===== config.mk =====
export PLATFORM = sky130hd
export DESIGN_NAME = irs_sample_mon_sequencer
export DESIGN_NICKNAME = d
export VERILOG_FILES = /design/src/rtl/irs_sample_mon_sequencer.sv
export SDC_FILE = /design/constraint.sdc
export NUM_CORES = 1
export LEC_CHECK = 0
export BUFFER_PORTS_ARGS = -buffer_cell sky130_fd_sc_hd__buf_4
export CORE_MARGIN = 2
export CORE_UTILIZATION = 53
export DETAILED_ROUTE_END_ITERATION = 7
export PLACE_DENSITY = 0.76
export SLEW_MARGIN = 20
export SYNTH_ARGS = -nofsm -noshare
export SYNTH_HDL_FRONTEND = slang
export SYNTH_SLANG_ARGS = --single-unit

===== constraint.sdc =====
create_clock -name clk_i -period 2.6 [get_ports clk_i]
set_input_delay 0.26 -clock clk_i [delete_from_list [all_inputs] [get_ports clk_i]]
set_output_delay 0.26 -clock clk_i [all_outputs]
set_load 0.03 [all_outputs]

===== src/rtl/irs_sample_mon_sequencer.sv =====
// ---------------------------------------------------------------------------
// irs_sample_mon_sequencer
//
// Drives the IRS sample-monitor scan protocol. On a start request it issues
// one begin pulse, then NBITS bit slots (TSA strobe high for TSA_HIGH cycles,
// low for SETTLE cycles so the capture register's 4-stage sync pipeline can
// settle, then one shift pulse), and finally one complete pulse that commits
// the captured word in the capture register.
//
// Parameters
//   NBITS     bit slots per scan (2..256)
//   TSA_HIGH  cycles tsa_o is held high per slot (>=1)
//   SETTLE    cycles tsa_o is low before shift_o (>=5)
//
// Ports
//   clk_i         in   1  system clock, rising edge
//   rst_n_i       in   1  asynchronous active-low reset (release expected
//                         synchronous to clk_i)
//   start_i       in   1  scan request, honoured only while idle
//   abort_i       in   1  cancel the scan in progress (wins over start_i)
//   continuous_i  in   1  only with IRS_SAMPLE_MON_CONTINUOUS_EN: chain the
//                         next scan straight after complete_o
//   tsa_o         out  1  TSA sampling strobe
//   begin_o       out  1  1-cycle pulse: clear capture bit address
//   shift_o       out  1  1-cycle pulse: capture current bit, advance address
//   complete_o    out  1  1-cycle pulse: commit working word
//   busy_o        out  1  high whenever a scan is in progress
//   bit_count_o   out  8  index of the current bit slot
//
// Build option
//   IRS_SAMPLE_MON_CONTINUOUS_EN  adds continuous_i; when it is high in the
//   complete cycle (and no abort) the next scan begins on the following cycle.
//
// All outputs are flops loaded from the decode of the next state, so each
// output equals a decode of the current state and no input reaches an output
// combinationally.
// ---------------------------------------------------------------------------
module irs_sample_mon_sequencer #(
  parameter int NBITS    = 256,
  parameter int TSA_HIGH = 4,
  parameter int SETTLE   = 6
) (
  input  logic       clk_i,
  input  logic       rst_n_i,
  input  logic       start_i,
  input  logic       abort_i,
`ifdef IRS_SAMPLE_MON_CONTINUOUS_EN
  input  logic       continuous_i,
`endif
  output logic       tsa_o,
  output logic       begin_o,
  output logic       shift_o,
  output logic       complete_o,
  output logic       busy_o,
  output logic [7:0] bit_count_o
);

  // One down-counter times both the TSA-high and the settle phases, so it is
  // sized for the longer of the two.
  localparam int MAX_HOLD = (TSA_HIGH > SETTLE) ? TSA_HIGH : SETTLE;
  localparam int CW       = $clog2(MAX_HOLD + 1);

  localparam logic [CW-1:0] TSA_LOAD    = CW'(TSA_HIGH - 1);
  localparam logic [CW-1:0] SETTLE_LOAD = CW'(SETTLE - 1);
  localparam logic [CW-1:0] CNT_ZERO    = {CW{1'b0}};
  localparam logic [CW-1:0] CNT_ONE     = {{(CW-1){1'b0}}, 1'b1};
  localparam logic [7:0]    LAST_BIT    = 8'(NBITS - 1);

  typedef enum logic [2:0] {
    ST_IDLE     = 3'd0,
    ST_BEGIN    = 3'd1,
    ST_TSA_HI   = 3'd2,
    ST_SETTLE   = 3'd3,
    ST_SHIFT    = 3'd4,
    ST_COMPLETE = 3'd5
  } state_t;

  state_t          state_r;
  state_t          state_s;
  logic [CW-1:0]   cnt_r;
  logic [CW-1:0]   cnt_s;
  logic [7:0]      bit_count_s;

  // Next-state, phase-counter and bit-index logic.
  always_comb begin
    state_s     = state_r;
    cnt_s       = cnt_r;
    bit_count_s = bit_count_o;

    case (state_r)
      ST_IDLE: begin
        // Abort has priority over a simultaneous start request.
        if (start_i && !abort_i) begin
          state_s     = ST_BEGIN;
          bit_count_s = 8'd0;
        end else begin
          state_s = ST_IDLE;
        end
      end

      ST_BEGIN: begin
        if (abort_i) begin
          state_s = ST_IDLE;
        end else begin
          state_s = ST_TSA_HI;
          cnt_s   = TSA_LOAD;
        end
      end

      ST_TSA_HI: begin
        if (abort_i) begin
          state_s = ST_IDLE;
        end else if (cnt_r == CNT_ZERO) begin
          state_s = ST_SETTLE;
          cnt_s   = SETTLE_LOAD;
        end else begin
          cnt_s = cnt_r - CNT_ONE;
        end
      end

      ST_SETTLE: begin
        if (abort_i) begin
          state_s = ST_IDLE;
        end else if (cnt_r == CNT_ZERO) begin
          state_s = ST_SHIFT;
        end else begin
          cnt_s = cnt_r - CNT_ONE;
        end
      end

      ST_SHIFT: begin
        // The index stays on the last bit through COMPLETE; it only
        // advances when another slot follows.
        if (abort_i) begin
          state_s = ST_IDLE;
        end else if (bit_count_o == LAST_BIT) begin
          state_s = ST_COMPLETE;
        end else begin
          state_s     = ST_TSA_HI;
          cnt_s       = TSA_LOAD;
          bit_count_s = bit_count_o + 8'd1;
        end
      end

      ST_COMPLETE: begin
`ifdef IRS_SAMPLE_MON_CONTINUOUS_EN
        if (continuous_i && !abort_i) begin
          state_s     = ST_BEGIN;
          bit_count_s = 8'd0;
        end else begin
          state_s = ST_IDLE;
        end
`else
        state_s = ST_IDLE;
`endif
      end

      default: begin
        state_s = ST_IDLE;
      end
    endcase
  end

  // State, phase counter and bit index registers.
  always_ff @(posedge clk_i or negedge rst_n_i) begin
    if (!rst_n_i) begin
      state_r     <= ST_IDLE;
      cnt_r       <= CNT_ZERO;
      bit_count_o <= 8'd0;
    end else begin
      state_r     <= state_s;
      cnt_r       <= cnt_s;
      bit_count_o <= bit_count_s;
    end
  end

  // Strobe registers: loaded with the decode of the state being entered, so
  // they always mirror the current state without any input-to-output path.
  always_ff @(posedge clk_i or negedge rst_n_i) begin
    if (!rst_n_i) begin
      tsa_o      <= 1'b0;
      begin_o    <= 1'b0;
      shift_o    <= 1'b0;
      complete_o <= 1'b0;
      busy_o     <= 1'b0;
    end else begin
      tsa_o      <= (state_s == ST_TSA_HI);
      begin_o    <= (state_s == ST_BEGIN);
      shift_o    <= (state_s == ST_SHIFT);
      complete_o <= (state_s == ST_COMPLETE);
      busy_o     <= (state_s != ST_IDLE);
    end
  end

endmodule


# Word level (Yosys, flattened, before mapping)
# Index checks and enable logic that the tools add are counted.
[op_classes]
n_reduce_logical = 9
n_mux = 21
n_eq_ne = 16
addsub = 2
[op_table]
columns = ["op", "count"]
rows = [
  ["$mux 3", 13],
  ["$mux 8", 3],
  ["$pmux 8 s2", 1],
  ["$pmux 3 s5", 1],
  ["$ne 2x2->1 const B", 7],
  ["$pmux 3 s4", 1],
  ["$eq 3x2->1 const B", 3],
  ["$eq 3x3->1 const B", 3],
  ["$add 8x1->8 const B", 1],
  ["$eq 8x8->1 const B", 1],
  ["$reduce_and 7->1", 1],
  ["$eq 3x1->1 const B", 2],
  ["$logic_not 3->1", 2],
  ["$reduce_and 4->1", 1],
  ["$reduce_bool 4->1", 1],
  ["$reduce_bool 3->1", 1],
  ["$sub 3x1->3 const B", 1],
  ["$mux 2", 1],
  ["$reduce_bool 2->1", 1],
  ["$logic_and 1x1->1", 1],
  ["$logic_not 1->1", 1],
  ["$mux 1", 1],
]
[word_totals]
register_bits = 19
elab_cells = 56

# Longest topological paths before layout
[logic_depth]
ltp_word = 5
mapped_depth = 6
ltp_nobuf = 6

# Least setup slack after synthesis
# Ideal clock, no wire load.
[synth_timing]
kind = "register -> register"
from = "register bit_count_o[0]"
to = "register bit_count_o[6]"
slack_ps = 624
t_arrival_ps = 1898
stages_incl_launch_ff = 6
t_required_ps = 2523
synth_period_minus_slack_ps = 1976
n_path_buf = 0
path_cell_list = "dfrtp_1 > ha_1 > nand2_1 > or4_4 > or4_1 > a21oi_1"
[synth_via]
elab_chain_len = 4
[synth_rtl]
columns = ["item", "line", "rtl"]
rows = [
  ["start: declaration", "55", "output logic [7:0] bit_count_o"],
  ["start signal: assignment", "173", "bit_count_o <= bit_count_s;"],
  ["$add 8x1->8", "141", "bit_count_s = bit_count_o + 8'd1;"],
  ["$mux 8", "136", "end else if (bit_count_o == LAST_BIT) begin"],
  ["$mux 8", "134", "if (abort_i) begin"],
  ["$pmux 8 s2", "90", "case (state_r)"],
]
# Parallel ways exist; a longest one is shown, timed or not. The select of a mux whose other input is x is not followed.
# A chain may end at the register's enable or synchronous reset.

# Worst setup path in the final report
[layout_timing]
from = "register state_r[2]"
to = "register cnt_r[1]"
[layout_via]
elab_chain_len = 3
[layout_rtl]
columns = ["item", "line", "rtl"]
rows = [
  ["start: declaration", "78", "state_t state_r;"],
  ["start signal: assignment", "171", "state_r <= state_s;"],
  ["$eq 3x3->1 (tied with other cells)", "90", ""],
  ["$reduce_bool 4->1 (no line) or $ne 2x2->1 (tied branches)", "--", ""],
  ["$reduce_and 7->1 (no line)", "--", ""],
  ["end signal: assignment", "172", "cnt_r <= cnt_s;"],
  ["end: declaration", "80", "logic [CW-1:0] cnt_r;"],
]
# Parallel ways exist; a longest one is shown, timed or not.

==> results.json <==
{
  "drc": 0,
  "yosys_warnings": 0,
  "worstMarginPinSlew_ps": 358,
  "required_ps": 2800,
  "hpwl_um": 1450,
  "timing.final.crit_share_pct": 79.2,
  "numCtsBuffers": 3,
  "drt_iter0_drc": 10,
  "path_clk_slew_ps": 100,
  "antenna_found_initial": 0,
  "grt_use_total_pct": 20.9,
  "yosys.area.top_type": "dfrtp_1",
  "r2r-start": "state_r[2]$_DFF_PN0_",
  "seq_area_frac_synth_pct": 48.0,
  "grt_overflow": 0,
  "cts_setup_buffers": 0,
  "synth_cell_types": 34,
  "synth_area_um2": 990,
  "fp.coreArea_mm2": 0.00175,
  "grt_pass1_wl_um": 3310,
  "post-place-ws_ps": 573,
  "ys_seq_elements": 19,
  "fp.dieH_um": 47.2,
  "status": "finished, final reports clean",
  "crit_fanout": 13,
  "regToRegSetupSlack_ps": 540,
  "syn_avg_cell_area_um2": 9.80,
  "fill_cells": 147,
  "nets": 129,
  "wl_per_cell_um": 13.2,
  "syn_to_final_growth_pct": 18.8,
  "peakVddDrop_mv": 0.333,
  "vias": 830,
  "crit_chain": "or4b_2 > o21bai_1 > nand2_1 > mux2_2",
  "start_util_pct": 56.7,
  "die-area_mm2": 0.00223,
  "firstDrtPassIters": 4,
  "max_freq_mhz": 486,
  "rsz0062_at_grt": "no",
  "die_x_um": 47.2,
  "cts-root-buf": "clkbuf_4",
  "ios": 17,
  "hp-start": "abort_i",
  "reg2reg_depth": 4,
  "hold_path_end": "state_r[2]$_DFF_PN0_",
  "crit_family": "simple AND/OR/NAND/NOR gates",
  "power_density_mw_per_mm2": 456,
  "post-route-util_pct": 67.4,
  "vias_per_cell": 5.68,
  "slowest_delay_ps": 660,
  "cts_resized": 0,
  "slowest_stage": "or4b_2",
  "worstPathArrival_ps": 2260,
  "hold_slack_ps": 169,
  "finalHoldViolations": 0,
  "hold_depth": 2,
  "setup_tns_ps": 0,
  "clock_path_buffers": 2,
  "period_needed_ps": 2060,
  "synthesis.nets": 108,
  "critPathKind": "flop to flop",
  "layout-drive-gt1-share_pct": 24.8,
  "worst_clock_skew_ps": 9.86,
  "hold_path.class": "input pin to flop",
  "startpoint_type": "flop",
  "cts_htree_levels": 1,
  "p_leak_nw": 0.536,
  "drv_cap": 0,
  "synth_area_leaders": "dfrtp_1, ha_1, o31ai_1, a21oi_1, nand3_1",
  "grt_max_degree": 20,
  "synth_top_area_share_pct": 48.0,
  "cts_tree": "built",
  "critPathBufInv": 0,
  "rows": 15,
  "diodes": 0,
  "power_uw": 536,
  "slew_viol_final": 0,
  "clock_sinks": 19,
  "syn_inst": 101,
  "place.gp.congestion": 0.794,
  "timing.final.ws_setup_ps": 541,
  "relSlewSlack_pct": 76.1,
  "drt_wl_total_um": 1920,
  "port_buffers": 16,
  "clk_latency_ps": 300,
  "end_kind": "flop",
  "r2r-end": "cnt_r[1]$_DFFE_PN0P_",
  "grt_pass1_vias": 771,
  "finalSetupViolCount": 0,
  "ant_nets": 0
}
[per-stage QoR]
stage	std cells	cell area [um^2]
4_1_cts	146	1180
5_1_grt	146	1180
6_report	146	1180
3_3_place_gp	141	1140
2_1_floorplan	101	990
3_5_place_dp	141	1140
[metal layers]
metal | up-vias | part of all wire [%] | track usage, %
met4 | 0 | 2.2 | 8.33
met3 | 5 | 3.7 | 2.69
met5 | - | 0 | 0
met2 | 17 | 44 | 31.0
met1 | 397 | 50 | 30.7
li1 | 411 | - | -
[synthesized netlist by cell type, drive strengths merged]
library cell,instances
ha,3
o311a,1
o21a,1
nor2b,3
a211oi,1
nand2,8
mux2,2
nor3,3
nand4,1
or2,2
o22ai,1
and2,1
o22a,1
nand3,6
a31o,1
dfrtp,19
a21oi,7
or4,6
or4b,1
mux2i,2
inv,7
o21bai,1
nand4b,1
or3,2
o21ai,3
o31ai,5
o32ai,1
a2bb2oi,1
clkbuf,1
buf,1
nor2,8
[worst reg2reg max path, delay by kind of cell, from the launching register on]
family           cells  cell delay, ps
flip-flops           1             570
AO/OA/AOI/OAI        1             200
multiplexers         1             350
AND/OR/NAND/NOR      2             830
[worst max path at each step]
stage                                     from                         end  slack (ps)  depth (start not counted)
floorplan           bit_count_o[0]$_DFFE_PN0P_  bit_count_o[6]$_DFFE_PN0P_         620                          5
global placement          state_r[2]$_DFF_PN0_        cnt_r[1]$_DFFE_PN0P_         620                          4
detailed placement        state_r[2]$_DFF_PN0_        cnt_r[1]$_DFFE_PN0P_         570                          4
CTS                       state_r[2]$_DFF_PN0_        cnt_r[1]$_DFFE_PN0P_         560                          4
global route              state_r[2]$_DFF_PN0_        cnt_r[1]$_DFFE_PN0P_         450                          4
finish                    state_r[2]$_DFF_PN0_        cnt_r[1]$_DFFE_PN0P_         540                          4
[registers in the layout, indices dropped and copies added (netlist names)]
signal	cells
begin_o	1
bit_count_o	8
busy_o	1
cnt_r	3
complete_o	1
shift_o	1
state_r	3
tsa_o	1
[layout make-up]
cell class	instances	area [um^2]	area share, %
multi-input combinational	73	479	40.7
inverter	7	26.3	2.23
timing repair buffer	18	138	11.7
tap	25	31.3	2.66
clock buffer	4	26.3	2.23
sequential	19	475	40.4
[cells in the final DEF (no fill, tap or decap), types with 4 or more instances in the layout]
cell type  count
dfrtp_1       19
buf_4         17
nor2_1         8
nand2_1        8
inv_1          7
a21oi_1        7
nand3_1        6
o31ai_1        5
or4_1          4
[cell families after synthesis]
group                    synth area share, %
AO/OA/AOI/OAI                           16.4
buffers and inverters                   3.54
multiplexers                            4.30
adder cells (fa/ha/maj)                 3.79
flip-flops                              48.0
AND/OR/NAND/NOR                         23.9
[where the power goes]
part	internal, mW	switching, mW
Sequential	0.307	0.00928
Combinational	0.0283	0.0446
Clock	0.0598	0.0869
[what timing repair did]
item,in CTS,in global routing
endpoints found under the setup margin,0,0
hold buffers,1,0
endpoints found under the hold margin,19,0
Note: power is estimated with default switching activity, not from simulation.
